**src/rtl/z80_im2_vector_ctrl.sv**
```systemverilog
// z80_im2_vector_ctrl
// Z80 interrupt-mode-2 vector controller for up to 8 prioritised channels.
// Channel 0 has the highest priority. Each channel is either falling-edge
// latched or level sensitive. The controller raises int_n toward the CPU.
// During the M1+IORQ acknowledge it drives the vector byte. It keeps
// in-service flags so that nested interrupts work; an external RETI decode
// clears those flags through eoi.
module z80_im2_vector_ctrl #(
  parameter int unsigned    NCH       = 4,
  parameter logic [7:0]     VEC_BASE  = 8'h00,
  parameter int unsigned    VEC_SHIFT = 1,
  parameter logic [NCH-1:0] EDGE_MASK = {NCH{1'b1}}
) (
  input  logic           clk_sys,
  input  logic           reset,
  input  logic [NCH-1:0] irq_n,
  input  logic           m1_n,
  input  logic           iorq_n,
  input  logic           eoi,
  input  logic           mask_we,
  input  logic [NCH-1:0] mask_din,
  output logic           int_n,
  output logic [7:0]     vec_dout,
  output logic           vec_oe,
  output logic [NCH-1:0] in_service
);

  // Width of the winning-channel index. It is kept at least 1 bit so that NCH = 1 still elaborates.
  localparam int unsigned WW = (NCH > 1) ? $clog2(NCH) : 1;

  // This index goes into the vector when an acknowledge finds nothing eligible.
  localparam logic [7:0] NONE_IDX = 8'(NCH - 1);

  typedef enum logic [1:0] {
    ST_IDLE     = 2'd0,
    ST_ACK      = 2'd1,
    ST_WAIT_END = 2'd2
  } state_t;

  state_t         state_q, state_d;
  logic [WW-1:0]  win_q, win_d;
  logic           win_vld_q, win_vld_d;

  logic [NCH-1:0] pend_q, pend_d;     // latched edge requests (level channels stay 0)
  logic [NCH-1:0] isr_q, isr_d;       // in-service flags
  logic [NCH-1:0] mask_q, mask_d;     // 1 = channel masked
  logic [NCH-1:0] hist_q, hist_d;     // irq_n from the previous cycle

  logic           ack;
  logic           capture;
  logic           any_eligible;
  logic [NCH-1:0] fall;
  logic [NCH-1:0] pending;
  logic [NCH-1:0] eligible;
  logic [NCH-1:0] elig_lowest;
  logic [NCH-1:0] isr_lowest;
  logic [NCH-1:0] isr_set;
  logic [WW-1:0]  elig_idx;
  logic [7:0]     win8;

  // The Z80 acknowledges an interrupt by driving M1 and IORQ low together.
  assign ack = ~m1_n & ~iorq_n;

  // Per-channel request qualification. Edge channels use the latched pending bit.
  // Level channels follow the pin directly. A channel is blocked while it or any
  // higher-priority channel is in service.
  generate
    for (genvar gi = 0; gi < NCH; gi++) begin : g_ch
      if (EDGE_MASK[gi]) begin : g_edge
        assign fall[gi]    = hist_q[gi] & ~irq_n[gi];
        assign pending[gi] = pend_q[gi];
      end else begin : g_level
        assign fall[gi]    = 1'b0;
        assign pending[gi] = ~irq_n[gi];
      end
      assign eligible[gi] = pending[gi] & ~mask_q[gi] & ~(|isr_q[gi:0]);
    end
  endgenerate

  assign any_eligible = |eligible;

  // Two's-complement trick isolates the lowest set bit (highest priority).
  assign elig_lowest = eligible & (~eligible + NCH'(1));
  assign isr_lowest  = isr_q & (~isr_q + NCH'(1));

  // Encode the lowest eligible channel as a binary index for the vector.
  always_comb begin
    elig_idx = '0;
    for (int i = NCH - 1; i >= 0; i--) begin
      if (eligible[i]) begin
        elig_idx = WW'(i);
      end
    end
  end

  // FSM next state, and the winner capture taken at the start of an acknowledge.
  always_comb begin
    state_d   = state_q;
    win_d     = win_q;
    win_vld_d = win_vld_q;
    capture   = 1'b0;
    case (state_q)
      ST_IDLE: begin
        if (ack) begin
          state_d   = ST_ACK;
          capture   = any_eligible;
          win_vld_d = any_eligible;
          if (any_eligible) begin
            win_d = elig_idx;
          end
        end
      end
      ST_ACK: begin
        if (!ack) begin
          state_d = ST_WAIT_END;
        end
      end
      ST_WAIT_END: begin
        state_d = ST_IDLE;
      end
      default: begin
        state_d = ST_IDLE;
      end
    endcase
  end

  // Flag next state. EOI clears before the capture sets the new flag.
  // A fresh edge beats the capture clear of the same channel.
  always_comb begin
    hist_d  = irq_n;
    mask_d  = mask_we ? mask_din : mask_q;
    isr_set = capture ? elig_lowest : '0;
    isr_d   = isr_q;
    if (eoi) begin
      isr_d = isr_d & ~isr_lowest;
    end
    isr_d  = isr_d | isr_set;
    pend_d = (pend_q & ~(isr_set & EDGE_MASK)) | fall;
  end

  assign win8 = 8'(win_q);

  // CPU-facing outputs. Reset gates them directly, so a level request cannot
  // pull int_n low during reset. It also frees the bus as soon as reset is asserted.
  always_comb begin
    int_n    = 1'b1;
    vec_oe   = 1'b0;
    vec_dout = 8'h00;
    if (!reset) begin
      if ((state_q == ST_IDLE) && any_eligible) begin
        int_n = 1'b0;
      end
      if ((state_q == ST_ACK) && ack) begin
        vec_oe = 1'b1;
        if (win_vld_q) begin
          vec_dout = VEC_BASE | (win8 << VEC_SHIFT);
        end else begin
          vec_dout = VEC_BASE | (NONE_IDX << VEC_SHIFT);
        end
      end
    end
  end

  // FSM state and captured winner.
  always_ff @(posedge clk_sys or posedge reset) begin
    if (reset) begin
      state_q   <= ST_IDLE;
      win_q     <= '0;
      win_vld_q <= 1'b0;
    end else begin
      state_q   <= state_d;
      win_q     <= win_d;
      win_vld_q <= win_vld_d;
    end
  end

  // Request, service, mask and edge-history registers.
  always_ff @(posedge clk_sys or posedge reset) begin
    if (reset) begin
      pend_q <= '0;
      isr_q  <= '0;
      mask_q <= '0;
      hist_q <= '1;
    end else begin
      pend_q <= pend_d;
      isr_q  <= isr_d;
      mask_q <= mask_d;
      hist_q <= hist_d;
    end
  end

  assign in_service = isr_q;

endmodule
```
**config.mk**
```make
export PLATFORM = sky130hd
export DESIGN_NAME = z80_im2_vector_ctrl
export DESIGN_NICKNAME = d
export VERILOG_FILES = /design/src/rtl/z80_im2_vector_ctrl.sv
export SDC_FILE = /design/constraint.sdc
export NUM_CORES = 1
export LEC_CHECK = 0
export CORE_UTILIZATION = 45
export CTS_CLUSTER_DIAMETER = 30
export DETAILED_ROUTE_END_ITERATION = 8
export HOLD_SLACK_MARGIN = 0.03
export PLACE_DENSITY = 0.76
export SLEW_MARGIN = 40
export SYNTH_ARGS = -nofsm -noshare
export SYNTH_HDL_FRONTEND = slang
export SYNTH_SLANG_ARGS = --single-unit
```
**constraint.sdc**
```tcl
create_clock -name clk_sys -period 1.8 [get_ports clk_sys]
set_clock_uncertainty 0.1 [all_clocks]
set_input_delay 0.27 -clock clk_sys [delete_from_list [all_inputs] [get_ports clk_sys]]
set_output_delay 0.27 -clock clk_sys [all_outputs]
set_load 0.02 [all_outputs]
```
* Word-level counts from Yosys, hierarchy flattened
Cells that the tools add are included.
** Operators by class
- Shift-type cells :: 0
- Magnitude comparators :: 0
- Reductions and logical operators :: 10
- $mul :: 0
- Bitwise gates (word level) :: 37
- Muxes and demuxes :: 18
- Divide/modulo/power cells :: 0
- Equality and inequality tests :: 3
- $add $sub $neg :: 2
** Operators by type and width (count)
- 4-bit bitwise AND :: 4
- 4-bit NOT :: 4
- 1-bit NOT :: 14
- 1-bit bitwise AND :: 13
- 2-bit 2-to-1 mux :: 6
- 3-bit 2-to-1 mux :: 3
- 4-bit by 1-bit adder with 4-bit output (second input constant) :: 2
- 4-bit 2-to-1 mux :: 2
- 4-bit bitwise OR :: 2
- 4-bit OR reduction :: 2
- 1-bit 2-to-1 mux :: 6
- 2-bit != test (second input constant) :: 2
- 2-bit one-hot mux with 2 select lines :: 1
- 2-bit AND reduction :: 2
- 3-bit AND reduction :: 1
- 3-bit OR reduction :: 1
- 2-bit by 1-bit equality test with 1-bit output (second input constant) :: 1
- 1-bit logical AND :: 2
- 2-bit zero test :: 1
- 2-bit OR reduction :: 1
** Storage, ports and cells
- Bits in read-only memories :: 0
- Latch bits :: 0
- Memories :: 0
- Input port bits :: 14
- Register bits :: 21
- Word-level logic and storage cells :: 77
- Bits in writable memories :: 0

* Logic depth before layout (Yosys ltp)
- Depth in word-level cells :: 10
- Gate-level depth with buffers :: 4
- Gate-level depth less buffers :: 4

* Worst setup path before layout
OpenSTA, ideal clock, no wires.
- Path kind :: reg2out
- Start :: reg isr_q[3], in the netlist in_service[3]
- End :: out int_n
- Setup slack :: 46 ps
- Cell stages (with the launch flop) :: 4
- Data arrival time :: 1384 ps
- Data required time :: 1430 ps
- Path through :: dfrtp_1 > or3b_4 > a211oi_2 > o21ai_0
** Between the ends
- Word-level cells in the longest chain between the ends :: 7
** Ends and longest elaborated chain
- start: declaration :: line 45 : logic [NCH-1:0] isr_q, isr_d;
- start signal: assignment :: line 186 : isr_q <= isr_d;
- 4-bit OR reduction :: line 76 : assign eligible[gi] = pending[gi] & ~mask_q[gi] & ~(|isr_q[gi:0]);
- 1-bit NOT :: line 76
- 1-bit bitwise AND :: line 76
- 4-bit OR reduction :: line 80 : assign any_eligible = |eligible;
- 1-bit logical AND :: line 150 : if ((state_q == ST_IDLE) && any_eligible) begin
- 1-bit 2-to-1 mux :: line 150
- 1-bit 2-to-1 mux :: line 149 : if (!reset) begin
- end: declaration :: line 22 : output logic int_n,
Every way passes these cells.

* Worst setup path in the final report
Ends and elaborated chain as after synthesis.

==> reports/results.txt <==
Finished Layout Cells -> 156
area leader, netlist -> dfrtp_1
WL per Instance -> 12.15 µm
Static Leak -> 0.0006820 µW
maximum clock frequency -> 0.5061 GHz
antenna fix cells -> 0
Place WS -> -0.4440 ns
crit path max fanout -> 2
post-placement cell count -> 149
Hold Crit Class -> input pin to asynchronous set/reset pin
H-tree levels -> 1
first-pass GRT wire length -> 3022 µm
fill cell count -> 154
total of max-cap violations -> 0
First DRT Iteration DRCs -> 12
Seq/Total Area, Yosys -> 55.06%
CP peak stage delay -> 0.42 ns
PwrDens -> 846.5 nW/µm²
layout cells sized above 1 -> 34.88%
Yosys cell types -> 27
drt first pass iters -> 4
clk buf depth -> 2
Ports -> 28
critical path depth -> 4
setup violators final -> 1
area share of the largest cell type after synthesis -> 44.16%
crit path kind -> flip-flop to output pin
Final Util -> 68.24%
crit start category -> flip-flop
outcome -> finished, violations left
final hold violations -> 0
Min Hold Slack -> 0.2581 ns
Slowest cell on crit path -> or3b_4
CTS Buf Count -> 3
Clock Sinks -> 21
Avg Inst Size Synth -> 11.33 µm²
Clock Tree Root -> clkbuf_4
dpl hpwl -> 1424 µm
Worst Path Buf+Inv -> 1
Die ar. -> 2330 µm²
core area -> 1982 µm²
die height -> 48.27 µm
drt total wl -> 1896 µm
CP top delay family -> simple AND/OR/NAND/NOR gates
Seq cells post-synth -> 21
routability cong. -> 0.7890
drt drc -> 0
top cells by area, synth -> dfrtp_1, dfstp_2, buf_4
Slew Limit Fails -> 0
Layout Nets -> 144
minimum clock period -> 1.976 ns
total power -> 1145 µW
CTS Hold Bufs -> 0
Cell Rows -> 16
worst-skew pair later-pin latency -> 0.30 ns
Gate Count Post-Synth -> 85
Ys Warns -> 0
commonest non-fill, non-tap cells in the layout -> buf_4, dfrtp_1, clkdlybuf4s50_1
CTS tree -> built
port bufs -> 21
Final ANT Viol Nets -> 0
Max VDD drop -> 0.6186 mV
reg2reg path depth -> 5
All-Layer GR Usage -> 19.19%
clock-pin slew on the worst setup and hold paths -> 0.12 ns
vias in the first global route -> 735
via count -> 770
critical path arrival -> 1.61 ns
initial antenna violation count -> 0
crit-path cells -> or3b_4, a211oi_4, o21ai_1, buf_2
failing checks -> setup timing
Initial Util -> 48.61%
RSZ-0062 raised after global routing -> yes
largest net degree at the start of global routing -> 22
cell area after synthesis -> 963.4 µm²
GRT overflow -> 0
period utilization -> 109.8%
Avg Vias per Cell -> 4.936
most common cell after layout, fill and taps aside -> buf_4
crit end category -> output pin
Horiz. Die Dim -> 48.27 µm
P&R area growth vs syn -> 40.39%
Final Worst Setup Slack -> -0.1758 ns
worst endpoint required time -> 1.43 ns
-- Yosys cell counts --
library cell,instances
a211oi_2,1
a21oi_1,2
a22o_1,2
buf_4,6
conb_1,1
dfrtp_1,17
dfstp_2,4
inv_1,9
mux2_2,4
nand2_1,7
nand2b_1,2
nand3_1,3
nand3_2,1
nor2_1,3
nor3_1,3
nor3b_1,2
nor4_4,1
nor4b_2,1
nor4b_4,1
o21a_1,2
o21ai_0,6
o21ai_1,2
o2bb2ai_1,1
o31ai_1,1
or2_4,1
or3b_1,1
or3b_4,1
-- registers in the layout, summed over array words and instances (netlist names) --
| register | cells |
|---|---|
| win_vld_q | 1 |
| in_service | 4 |
| state_q | 2 |
| win_q | 2 |
| pend_q | 4 |
| hist_q | 4 |
| mask_q | 4 |
-- kinds of logic (layout without fill, tap and decap cells) --
logic type | count (synthesis) | count (layout) | share of synthesized area, %
other cells | 1 | 6 | 0.3892
buf+inv | 15 | 54 | 8.181
flops | 21 | 21 | 55.07
mux | 4 | 4 | 4.675
compound gates | 17 | 17 | 11.56
simple gates | 27 | 27 | 20.13
-- per-stage QoR --
| step | setup TNS (ns) | instance area (µm²) |
|---|---|---|
| 3_3_place_gp | -1.357 | 1309 |
| 4_1_cts | -0.1780 | 1345 |
| 6_report | -0.1758 | 1353 |
| 3_5_place_dp | -1.518 | 1309 |
| 5_1_grt | -0.2636 | 1353 |
| 2_1_floorplan | 0 | 982.2 |
-- path summary, 6_finish.rpt --
path                          startpoint         to  slack, ns
setup / recovery           in_service[3]      int_n      -0.18
max in group asynchronous          reset  hist_q[1]       1.08
setup reg to reg           in_service[3]  pend_q[3]       0.09
hold / removal                     reset  win_vld_q       0.26
min in group clk_sys            irq_n[0]  hist_q[0]       0.29
hold reg to reg                pend_q[1]  pend_q[1]       0.41
-- worst register-to-register path, stage by stage (launching register included) --
cell and delay [ns]:
dfrtp_1 0.40, or3b_4 0.42, buf_4 0.15, nor4b_4 0.25
nand3_2 0.12, a22o_1 0.18
-- final cells by class --
cell class / instances / area (µm²) / area share, %
Clock buffer: 3 / 22.52 / 1.665
Clock inverter: 1 / 5.005 / 0.3700
Inverter: 9 / 33.78 / 2.498
Multi-Input combinational cell: 54 / 385.4 / 28.49
Sequential cell: 21 / 530.5 / 39.22
Tap cell: 27 / 33.78 / 2.498
Timing Repair Buffer: 41 / 341.6 / 25.25
-- metal layers --
metal | GRT usage [%] | wire (µm) | vias to the layer above
met5 | 0 | 0 | -
met4 | 11.67 | 31 | 0
met3 | 2.963 | 60 | 4
met2 | 34.13 | 989 | 20
met1 | 21.33 | 814 | 377
li1 | - | - | 369
-- power by group --
part / internal [µW] / switching (µW) / total (µW)
clock: 82.7 / 140 / 223
sequential: 533 / 39.1 / 572
combinational: 187 / 163 / 350
-- repair_timing --
item,in CTS,in global routing
gates cloned,0,0
pin swaps,3,1
setup buffers,2,1
endpoints found under the setup margin,7,6
resized for setup,21,4
(Power assumes the default switching activity.)
